File: src/rtl/serdes_pkg.sv
// Shared SerDes definitions: link states, default framing word and a
// counter-width helper used by both the RX deserialiser and the TX framer.
package serdes_pkg;

    typedef enum logic [1:0] {
        ST_HUNT   = 2'd0,
        ST_VERIFY = 2'd1,
        ST_LOCKED = 2'd2
    } link_state_e;

    localparam logic [7:0] DEFAULT_SYNC_WORD = 8'hA5;

    // Bits needed for a counter that must hold values 0..max_val (at least 1 bit).
    function automatic int cnt_width(input int max_val);
        if (max_val < 1) begin
            return 1;
        end else begin
            return $clog2(max_val + 1);
        end
    endfunction

endpackage

File: src/rtl/deser_link_ctrl_if.sv
// Downstream payload handshake: the deserialiser drives data/valid,
// the RX packet logic drives ready.
interface deser_link_ctrl_if #(
    parameter int WIDTH = 8
) ();
    logic [WIDTH-1:0] out_data;
    logic             out_valid;
    logic             out_ready;

    modport master (output out_data, output out_valid, input out_ready);
    modport slave  (input out_data, input out_valid, output out_ready);
endinterface

File: src/rtl/deser_shift_window.sv
// LSB-first shift window with a framing-word comparator. next_word is the
// value the window takes on the coming edge, so decisions in the parent
// see the completed word on the same edge that shifts its last bit in.
module deser_shift_window
    import serdes_pkg::*;
#(
    parameter int               WIDTH     = 8,
    parameter logic [WIDTH-1:0] SYNC_WORD = WIDTH'(DEFAULT_SYNC_WORD)
) (
    input  logic             clk,
    input  logic             rst,
    input  logic             serial_in,
    output logic [WIDTH-1:0] next_word,
    output logic             sync_hit
);

    logic [WIDTH-1:0] win_q;
    logic [WIDTH-1:0] win_d;

    // New bit enters at the MSB so the first received bit ends up at bit 0.
    always_comb begin
        win_d = {serial_in, win_q[WIDTH-1:1]};
    end

    // Window register.
    always_ff @(posedge clk or posedge rst) begin
        if (rst) begin
            win_q <= '0;
        end else begin
            win_q <= win_d;
        end
    end

    assign next_word = win_d;
    assign sync_hit  = (win_d == SYNC_WORD);

endmodule

File: src/rtl/deser_link_ctrl.sv
// Receive-side link controller: hunts for the framing word, verifies
// alignment, declares/drops lock and hands payload words downstream.
module deser_link_ctrl
    import serdes_pkg::*;
#(
    parameter int               WIDTH       = 8,
    parameter logic [WIDTH-1:0] SYNC_WORD   = WIDTH'(DEFAULT_SYNC_WORD),
    parameter int               PAYLOAD_LEN = 4,
    parameter int               LOCK_COUNT  = 4,
    parameter int               LOSS_COUNT  = 3
) (
    input  logic                clk,
    input  logic                rst,
    input  logic                serial_in,
    input  logic                enable,
    deser_link_ctrl_if.master   link,
    output logic                locked,
    output logic                overflow,
    output logic [1:0]          state_o
);

    localparam int BIT_W  = cnt_width(WIDTH - 1);
    localparam int IDX_W  = cnt_width(PAYLOAD_LEN);
    localparam int GOOD_W = cnt_width(LOCK_COUNT);
    localparam int MISS_W = cnt_width(LOSS_COUNT);

    localparam logic [BIT_W-1:0]  BIT_LAST  = BIT_W'(WIDTH - 1);
    localparam logic [IDX_W-1:0]  IDX_SYNC  = IDX_W'(PAYLOAD_LEN);
    localparam logic [GOOD_W-1:0] GOOD_LOCK = GOOD_W'(LOCK_COUNT);
    localparam logic [MISS_W-1:0] MISS_LOSS = MISS_W'(LOSS_COUNT);

    logic [WIDTH-1:0]  next_word;
    logic              sync_hit;

    link_state_e       state_q,    state_d;
    logic [BIT_W-1:0]  bit_cnt_q,  bit_cnt_d;
    logic [IDX_W-1:0]  word_idx_q, word_idx_d;
    logic [GOOD_W-1:0] good_cnt_q, good_cnt_d;
    logic [MISS_W-1:0] miss_cnt_q, miss_cnt_d;
    logic [WIDTH-1:0]  out_data_q, out_data_d;
    logic              out_valid_q, out_valid_d;
    logic              locked_q,   locked_d;
    logic              overflow_q, overflow_d;
    logic [GOOD_W-1:0] good_inc;
    logic [MISS_W-1:0] miss_inc;

    deser_shift_window #(
        .WIDTH     (WIDTH),
        .SYNC_WORD (SYNC_WORD)
    ) u_window (
        .clk       (clk),
        .rst       (rst),
        .serial_in (serial_in),
        .next_word (next_word),
        .sync_hit  (sync_hit)
    );

    // Next-state, alignment counters and delivery/overflow decisions.
    always_comb begin
        state_d     = state_q;
        bit_cnt_d   = bit_cnt_q;
        word_idx_d  = word_idx_q;
        good_cnt_d  = good_cnt_q;
        miss_cnt_d  = miss_cnt_q;
        out_data_d  = out_data_q;
        overflow_d  = overflow_q;
        good_inc    = good_cnt_q + GOOD_W'(1);
        miss_inc    = miss_cnt_q + MISS_W'(1);

        // Consumer handshake runs regardless of link state.
        if (out_valid_q && link.out_ready) begin
            out_valid_d = 1'b0;
        end else begin
            out_valid_d = out_valid_q;
        end

        if (!enable) begin
            state_d    = ST_HUNT;
            bit_cnt_d  = '0;
            word_idx_d = '0;
            good_cnt_d = '0;
            miss_cnt_d = '0;
        end else begin
            case (state_q)
                ST_HUNT: begin
                    if (sync_hit) begin
                        bit_cnt_d  = '0;
                        word_idx_d = '0;
                        good_cnt_d = GOOD_W'(1);
                        miss_cnt_d = '0;
                        state_d    = (LOCK_COUNT == 1) ? ST_LOCKED : ST_VERIFY;
                    end else begin
                        state_d = ST_HUNT;
                    end
                end
                ST_VERIFY, ST_LOCKED: begin
                    if (bit_cnt_q == BIT_LAST) begin
                        bit_cnt_d = '0;
                        if (word_idx_q == IDX_SYNC) begin
                            word_idx_d = '0;
                            if (state_q == ST_VERIFY) begin
                                if (!sync_hit) begin
                                    state_d    = ST_HUNT;
                                    good_cnt_d = '0;
                                    miss_cnt_d = '0;
                                end else if (good_inc == GOOD_LOCK) begin
                                    state_d    = ST_LOCKED;
                                    good_cnt_d = good_inc;
                                    miss_cnt_d = '0;
                                end else begin
                                    good_cnt_d = good_inc;
                                end
                            end else begin
                                if (sync_hit) begin
                                    miss_cnt_d = '0;
                                end else if (miss_inc == MISS_LOSS) begin
                                    // Lock lost: counters restart for a fresh hunt.
                                    state_d    = ST_HUNT;
                                    good_cnt_d = '0;
                                    miss_cnt_d = '0;
                                end else begin
                                    // Alignment is kept on a miss; only the count moves.
                                    miss_cnt_d = miss_inc;
                                end
                            end
                        end else begin
                            word_idx_d = word_idx_q + IDX_W'(1);
                            if (state_q == ST_LOCKED) begin
                                if (out_valid_q && !link.out_ready) begin
                                    overflow_d = 1'b1;
                                end else begin
                                    out_data_d  = next_word;
                                    out_valid_d = 1'b1;
                                end
                            end else begin
                                out_data_d = out_data_q;
                            end
                        end
                    end else begin
                        bit_cnt_d = bit_cnt_q + BIT_W'(1);
                    end
                end
                default: begin
                    state_d    = ST_HUNT;
                    bit_cnt_d  = '0;
                    word_idx_d = '0;
                    good_cnt_d = '0;
                    miss_cnt_d = '0;
                end
            endcase
        end

        locked_d = (state_d == ST_LOCKED);
    end

    // State, counters and registered outputs.
    always_ff @(posedge clk or posedge rst) begin
        if (rst) begin
            state_q     <= ST_HUNT;
            bit_cnt_q   <= '0;
            word_idx_q  <= '0;
            good_cnt_q  <= '0;
            miss_cnt_q  <= '0;
            out_data_q  <= '0;
            out_valid_q <= 1'b0;
            locked_q    <= 1'b0;
            overflow_q  <= 1'b0;
        end else begin
            state_q     <= state_d;
            bit_cnt_q   <= bit_cnt_d;
            word_idx_q  <= word_idx_d;
            good_cnt_q  <= good_cnt_d;
            miss_cnt_q  <= miss_cnt_d;
            out_data_q  <= out_data_d;
            out_valid_q <= out_valid_d;
            locked_q    <= locked_d;
            overflow_q  <= overflow_d;
        end
    end

    assign link.out_data  = out_data_q;
    assign link.out_valid = out_valid_q;
    assign locked         = locked_q;
    assign overflow       = overflow_q;
    assign state_o        = state_q;

endmodule
File: src/flat_wrapper.sv
// flat-port wrapper written by rule: the top's interface ports become plain ports
module deser_link_ctrl_flat import serdes_pkg::*;
#(
    parameter int               WIDTH       = 8,
    parameter logic [WIDTH-1:0] SYNC_WORD   = WIDTH'(DEFAULT_SYNC_WORD),
    parameter int               PAYLOAD_LEN = 4,
    parameter int               LOCK_COUNT  = 4,
    parameter int               LOSS_COUNT  = 3
)
  (clk, rst, serial_in, enable, locked, overflow, state_o, link_out_data, link_out_valid, link_out_ready);
  deser_link_ctrl_if #(.WIDTH(WIDTH)) link_i ();
  input  logic clk;
  input  logic rst;
  input  logic serial_in;
  input  logic enable;
  output logic locked;
  output logic overflow;
  output logic [1:0] state_o;
  output wire logic [$bits(link_i.out_data)-1:0] link_out_data;
  output wire logic [$bits(link_i.out_valid)-1:0] link_out_valid;
  input wire logic [$bits(link_i.out_ready)-1:0] link_out_ready;
  assign link_out_data = link_i.out_data;
  assign link_out_valid = link_i.out_valid;
  assign link_i.out_ready = link_out_ready;
  deser_link_ctrl #(.WIDTH(WIDTH), .SYNC_WORD(SYNC_WORD), .PAYLOAD_LEN(PAYLOAD_LEN), .LOCK_COUNT(LOCK_COUNT), .LOSS_COUNT(LOSS_COUNT)) u_core (.clk(clk), .rst(rst), .serial_in(serial_in), .enable(enable), .link(link_i), .locked(locked), .overflow(overflow), .state_o(state_o));
endmodule
File: config.mk
export PLATFORM = sky130hd
export DESIGN_NAME = deser_link_ctrl_flat
export DESIGN_NICKNAME = d
export VERILOG_FILES = /design/src/rtl/serdes_pkg.sv /design/src/rtl/deser_link_ctrl_if.sv /design/src/rtl/deser_shift_window.sv /design/src/rtl/deser_link_ctrl.sv /design/src/flat_wrapper.sv
export SDC_FILE = /design/constraint.sdc
export NUM_CORES = 1
export LEC_CHECK = 0
export BUFFER_PORTS_ARGS = -buffer_cell sky130_fd_sc_hd__buf_2
export CAP_MARGIN = 10
export CORE_AREA = 2 2 59 61
export CTS_BUF_LIST = sky130_fd_sc_hd__clkbuf_8
export DETAILED_ROUTE_END_ITERATION = 10
export DIE_AREA = 0 0 61 63
export HOLD_SLACK_MARGIN = 0.1
export PLACE_DENSITY = 0.68
export SLEW_MARGIN = 25
export SYNTH_ARGS = -nofsm -noshare
export SYNTH_HDL_FRONTEND = slang
export SYNTH_SLANG_ARGS = --single-unit
File: constraint.sdc
create_clock -name clk -period 2.22 [get_ports clk]
set_clock_uncertainty 0.2 [all_clocks]
set_input_delay 0.333 -clock clk [delete_from_list [all_inputs] [get_ports clk]]
set_output_delay 0.333 -clock clk [all_outputs]
set_load 0.01 [all_outputs]
; Yosys cells after proc, flatten, opt, wreduce, memory -nomap -nowiden
; Cells that the tools add are included.
[totals]
ramBits = 0
inputBits = 5
ff_bits = 32
word_cells = 84
n_memories = 0
output_inout_bits = 13
romBits = 0
latch_bits = 0
[classes]
mul = 0
addsub = 4
div_mod_pow = 0
shifts = 0
n_eq_ne = 14
n_mux = 44
n_lt_le_gt_ge = 0
bitwise_logic = 2
n_reduce_logical = 10
[op_table]
columns = cell, n
row1 = 2-to-1 mux 3 bit, 14
row2 = 2-to-1 mux 2 bit, 17
row3 = one-hot mux 3 bit (2 select lines), 3
row4 = AND reduction 6 bit, 2
row5 = adder 3 x 1 -> 3 bit (second input constant), 3
row6 = equality test 3 bit (second input constant), 3
row7 = inequality test 3 x 2 -> 1 bit (second input constant), 3
row8 = equality test 8 bit (second input constant), 1
row9 = 2-to-1 mux 1 bit, 8
row10 = one-hot mux 2 bit (2 select lines), 2
row11 = equality test 2 bit (second input constant), 3
row12 = inequality test 5 bit (second input constant), 1
row13 = AND reduction 5 bit, 1
row14 = inequality test 4 x 2 -> 1 bit (second input constant), 1
row15 = inequality test 4 bit (second input constant), 1
row16 = AND reduction 4 bit, 1
row17 = adder 2 x 1 -> 2 bit (second input constant), 1
row18 = equality test 2 x 1 -> 1 bit (second input constant), 1
row19 = logical AND 1 bit, 2
row20 = zero test 2 bit, 1
row21 = inverter 1 bit, 2
row22 = AND reduction 2 bit, 1
row23 = OR reduction 2 bit, 1
row24 = zero test 1 bit, 1

; Depth between registers and ports, before layout
[logic_depth]
depth_word = 10
ltp_mapped = 7

; Modules after synthesis
; A second synthesis with hierarchy kept.
[hier_totals]
hier_cells = 131
area_unflattened_um2 = 1491.4
[modules_own_cells]
columns = module, cells_each, area_each_um2, instances
row1 = deser_link_ctrl, 119, 1278.7, 1
row2 = deser_shift_window, 12, 212.7, 1

; Worst setup path before layout
; No wires, ideal clock.
[synth_path]
kind = register to register
from = register u_core.state_q[0], in the netlist u_core.state_o[0]
to = register u_core.out_data_q[7], in the netlist u_core.link.out_data[7]
slack_ps = 96
setup_ps = 125
path_buffers = 1
stages_incl_launch_ff = 8
required_ps = 1895
arrival_time_ps = 1799
cell_sequence = dfrtp_1 > inv_1 > ha_1 > and2_1 > nand4_1 > nor2b_1 > buf_2 > mux2_2
[synth_between]
elab_chain_cells = 3
[synth_lines]
columns = item, line_no
row1 = "start, declared", deser_link_ctrl.sv:35  ; link_state_e state_q, state_d;
row2 = "start signal, assigned", deser_link_ctrl.sv:169  ; state_q <= state_d;
row3 = equality test 2 bit / equality test 2 x 1 -> 1 bit (equally long branches), "deser_link_ctrl.sv:84, deser_link_ctrl.sv:128"
row4 = OR reduction 2 bit, deser_link_ctrl.sv:84  ; case (state_q)
row5 = AND reduction 6 bit (no line) *, -
row6 = "end signal, assigned", deser_link_ctrl.sv:174  ; out_data_q <= out_data_d;
row7 = "end, declared", deser_link_ctrl.sv:40  ; logic [WIDTH-1:0] out_data_q, out_data_d;
; Every way passes the cells marked *; elsewhere a longest branch is shown, timed or not.
; A chain may end at the register's enable or synchronous reset.

; Worst setup path after layout
[layout_path]
from = register u_core.state_q[1], in the netlist u_core.state_o[1]
to = register u_core.out_data_q[0], in the netlist u_core.link.out_data[0]
; Same word-level chain as after synthesis.

==> results_dict.tcl <==
set metrics [dict create \
    drv_slew 0 \
    drive_gt1_share_pct 28.8 \
    synth_top_area_share_pct 50.4 \
    min_path_cells 3 \
    netlist-cell-type-count 39 \
    firstDrtPassIters 4 \
    wirelength_um 2760 \
    stdcell_count 209 \
    wl_per_cell_um 13.2 \
    drc 0 \
    hold_end "u_core.link.out_valid" \
    die_h_um 63 \
    ctsHtreeMaxLevel 2 \
    ys_seq_area_share_pct 50.4 \
    ios 18 \
    cts-root-buf "clkbuf_8" \
    critical-path-top-delay-family "simple AND/OR/NAND/NOR gates" \
    relSlewSlack_pct 70.6 \
    fin_crit_ns 2.08 \
    synth_area_um2 1540 \
    clock_sinks 31 \
    grt_max_degree 32 \
    gr-usage-met2_pct 25.4 \
    clock_latency_ns 0.29 \
    numCtsBuffers 5 \
    drtIter0Drc 31 \
    cap_viol_max_count 0 \
    leakagePower_nw 0.946 \
    hp-start "link_out_ready" \
    use_met3_pct 3.93 \
    layout_commonest_cell "dfrtp_1" \
    max_freq_ghz 0.480 \
    critPathMaxFanout 8 \
    r2r-end "u_core.link.out_data[0]" \
    grt_overflow 0 \
    vias 1091 \
    nets 177 \
    status "finished, final reports clean" \
    synthesis.nets 144 \
    area_growth_pct 20.4 \
    placed_area_um2 1720 \
    final_cell_mix "31 x dfrtp_1, 17 x buf_2, 10 x nand2_1, 10 x inv_1, 10 x buf_4" \
    design_area_um2 1850 \
    hold_viol 0 \
    async_flop_share_pct 100 \
    hpwl_um 2030 \
    met1_usage_pct 23.2 \
    start_util_pct 47.6 \
    io_buffers 17 \
    ys.flop_type "dfrtp_1" \
    grt_pass1_vias 1084 \
    rrSetupSlack_ns 0.14 \
    antenna_found_initial 0 \
    ys_ff_latch 31 \
    clock_path_buffers 2 \
    clkTransAtPathRegs_ns 0.07 \
    cts_tree "done" \
    finalCritPeriodShare_pct 93.8 \
    cp-start-kind "flop" \
    finalSetupViolations 0 \
    fin_setup_tns_ns 0 \
    hp-class "primary input to flop" \
    antenna_cells 0 \
    dieArea_um2 3840 \
    worst_ep_arrival_time_ns 2.05 \
    grt.busiest_layer "met2" \
    grt_usage_pct 17.3 \
    syn-instance-count 129 \
    drt-vias-per-instance 5.22 \
    reg2reg_depth 7 \
    rows 21 \
    yosys-top-cells-area "dfrtp_1 50%, ha_1 8.1%, mux2_2 6.6%" \
    irDropWorstVdd_uv 403 \
    slowest_delay_ns 0.35 \
    crit_type "flop to flop" \
    syn_area_per_cell_um2 11.9 \
    core_um2 3230 \
    yosysWarnings 0 \
    cellPowerDensity_nw_per_um2 567 \
    rr_startpoint "u_core.state_o[1]" \
    crit_path_top_delay_cell "mux2_2" \
    synth-edff-count 0 \
    critical_path_buf_inv_count 2 \
    cp-end-kind "flop" \
    placed_cells 197 \
    crit_chain "inv_1 > ha_4 > and2_1 > nand4_1 > nor2b_1 > buf_4 > mux2_2" \
    die_w_um 61 \
    drtAntennaViolNets 0 \
    worstMarginPinSlew_ns 0.439 \
    gp_congestion 0.795 \
    rsz0062_at_grt "no" \
    worstPathRequired_ns 2.19 \
    yosysTopAreaCell "dfrtp_1" \
    grt_pass1_wl_um 4910 \
]
[layout make-up]
cell class / count / area [µm²]
well taps: 46 / 57.6
clock inverters: 3 / 16.3
fillers: 284 / 1380
multi-input cells: 86 / 721
flip-flops and latches: 31 / 776
clock buffers: 5 / 68.8
inverters: 9 / 33.8
repair buffers: 29 / 180
[registers in the layout, indices dropped and copies added (netlist names)]
signal,flops
u_core.link.out_data,8
u_core.u_window.win_q,7
u_core.bit_cnt_q,3
u_core.good_cnt_q,3
u_core.word_idx_q,3
u_core.miss_cnt_q,2
u_core.state_o,2
u_core.link.out_valid,1
u_core.locked,1
u_core.overflow,1
[metrics by stage]
stage               total power, mW  hold WS [ns]  utilization (%)  setup slack (ns)
floorplan                     0.622         0.164                -            0.0959
global placement              0.635         0.182             53.2             0.131
detailed placement            0.637         0.185             53.2            0.0911
CTS                            1.07         0.141             56.5            0.0657
global route                   1.10         0.170             57.3            0.0456
finish                         1.05         0.146             57.3             0.138
[timing repair]
item,in CTS,in global routing
gates resized for setup,0,1
endpoints found under the setup margin,0,8
endpoints found under the hold margin,32,0
buffers inserted,0,2
hold buffers,2,0
[power breakdown]
part	switching (mW)	total, mW	internal (mW)
Combinational	0.0257	0.0466	0.0209
Sequential	0.00829	0.582	0.573
Clock	0.209	0.422	0.214
Total	0.243	1.05	0.808
[Yosys cell counts (2+ instances only)]
cell	count
ha_1	10
o21ai_0	5
inv_1	9
mux2_2	9
nor3_1	2
nor2b_1	4
nand4_1	2
mux2i_1	5
and3_1	2
and2_1	3
nand4bb_4	2
nor2_1	6
o211a_1	2
dfrtp_1	31
nand2_1	10
o211ai_1	2
nand3_1	3
[tightest hold or removal path, cell delays in order]
cell	delay, ns
buf_2	0.07
nand2b_1	0.13
nand2_1	0.06
[kinds of logic (layout without fill, tap and decap cells)]
logic type      Yosys count  after routing  synth area share, %
flops                    31             31                 50.4
buf+inv                  12             46                 3.58
xor+xnor                  1              1                0.569
compound gates           20             20                 10.2
simple gates             40             40                 16.6
fa+ha+maj                10             10                 8.13
mux                      15             15                 10.6
[how the worst max path moves through the flow]
stage | from | cells past startpoint | slack (ns) | end
after floorplan | u_core.state_o[0] | 7 | 0.1 | u_core.link.out_data[7]
after global placement | u_core.state_o[1] | 7 | 0.13 | u_core.link.out_data[3]
after detailed placement | u_core.state_o[1] | 7 | 0.09 | u_core.link.out_data[0]
after CTS | u_core.state_o[1] | 7 | 0.07 | u_core.link.out_data[0]
after global routing | u_core.u_window.win_q[5] | 5 | 0.05 | u_core.word_idx_q[2]
final | u_core.state_o[1] | 7 | 0.14 | u_core.link.out_data[0]
[routing by layer]
| metal | vias up | wire length (µm) |
|---|---|---|
| met5 | - | 0 |
| met2 | 27 | 1350 |
| met1 | 534 | 1240 |
| met4 | 0 | 53 |
| li1 | 525 | - |
| met3 | 5 | 114 |
Power figures use the tool's default switching activity.
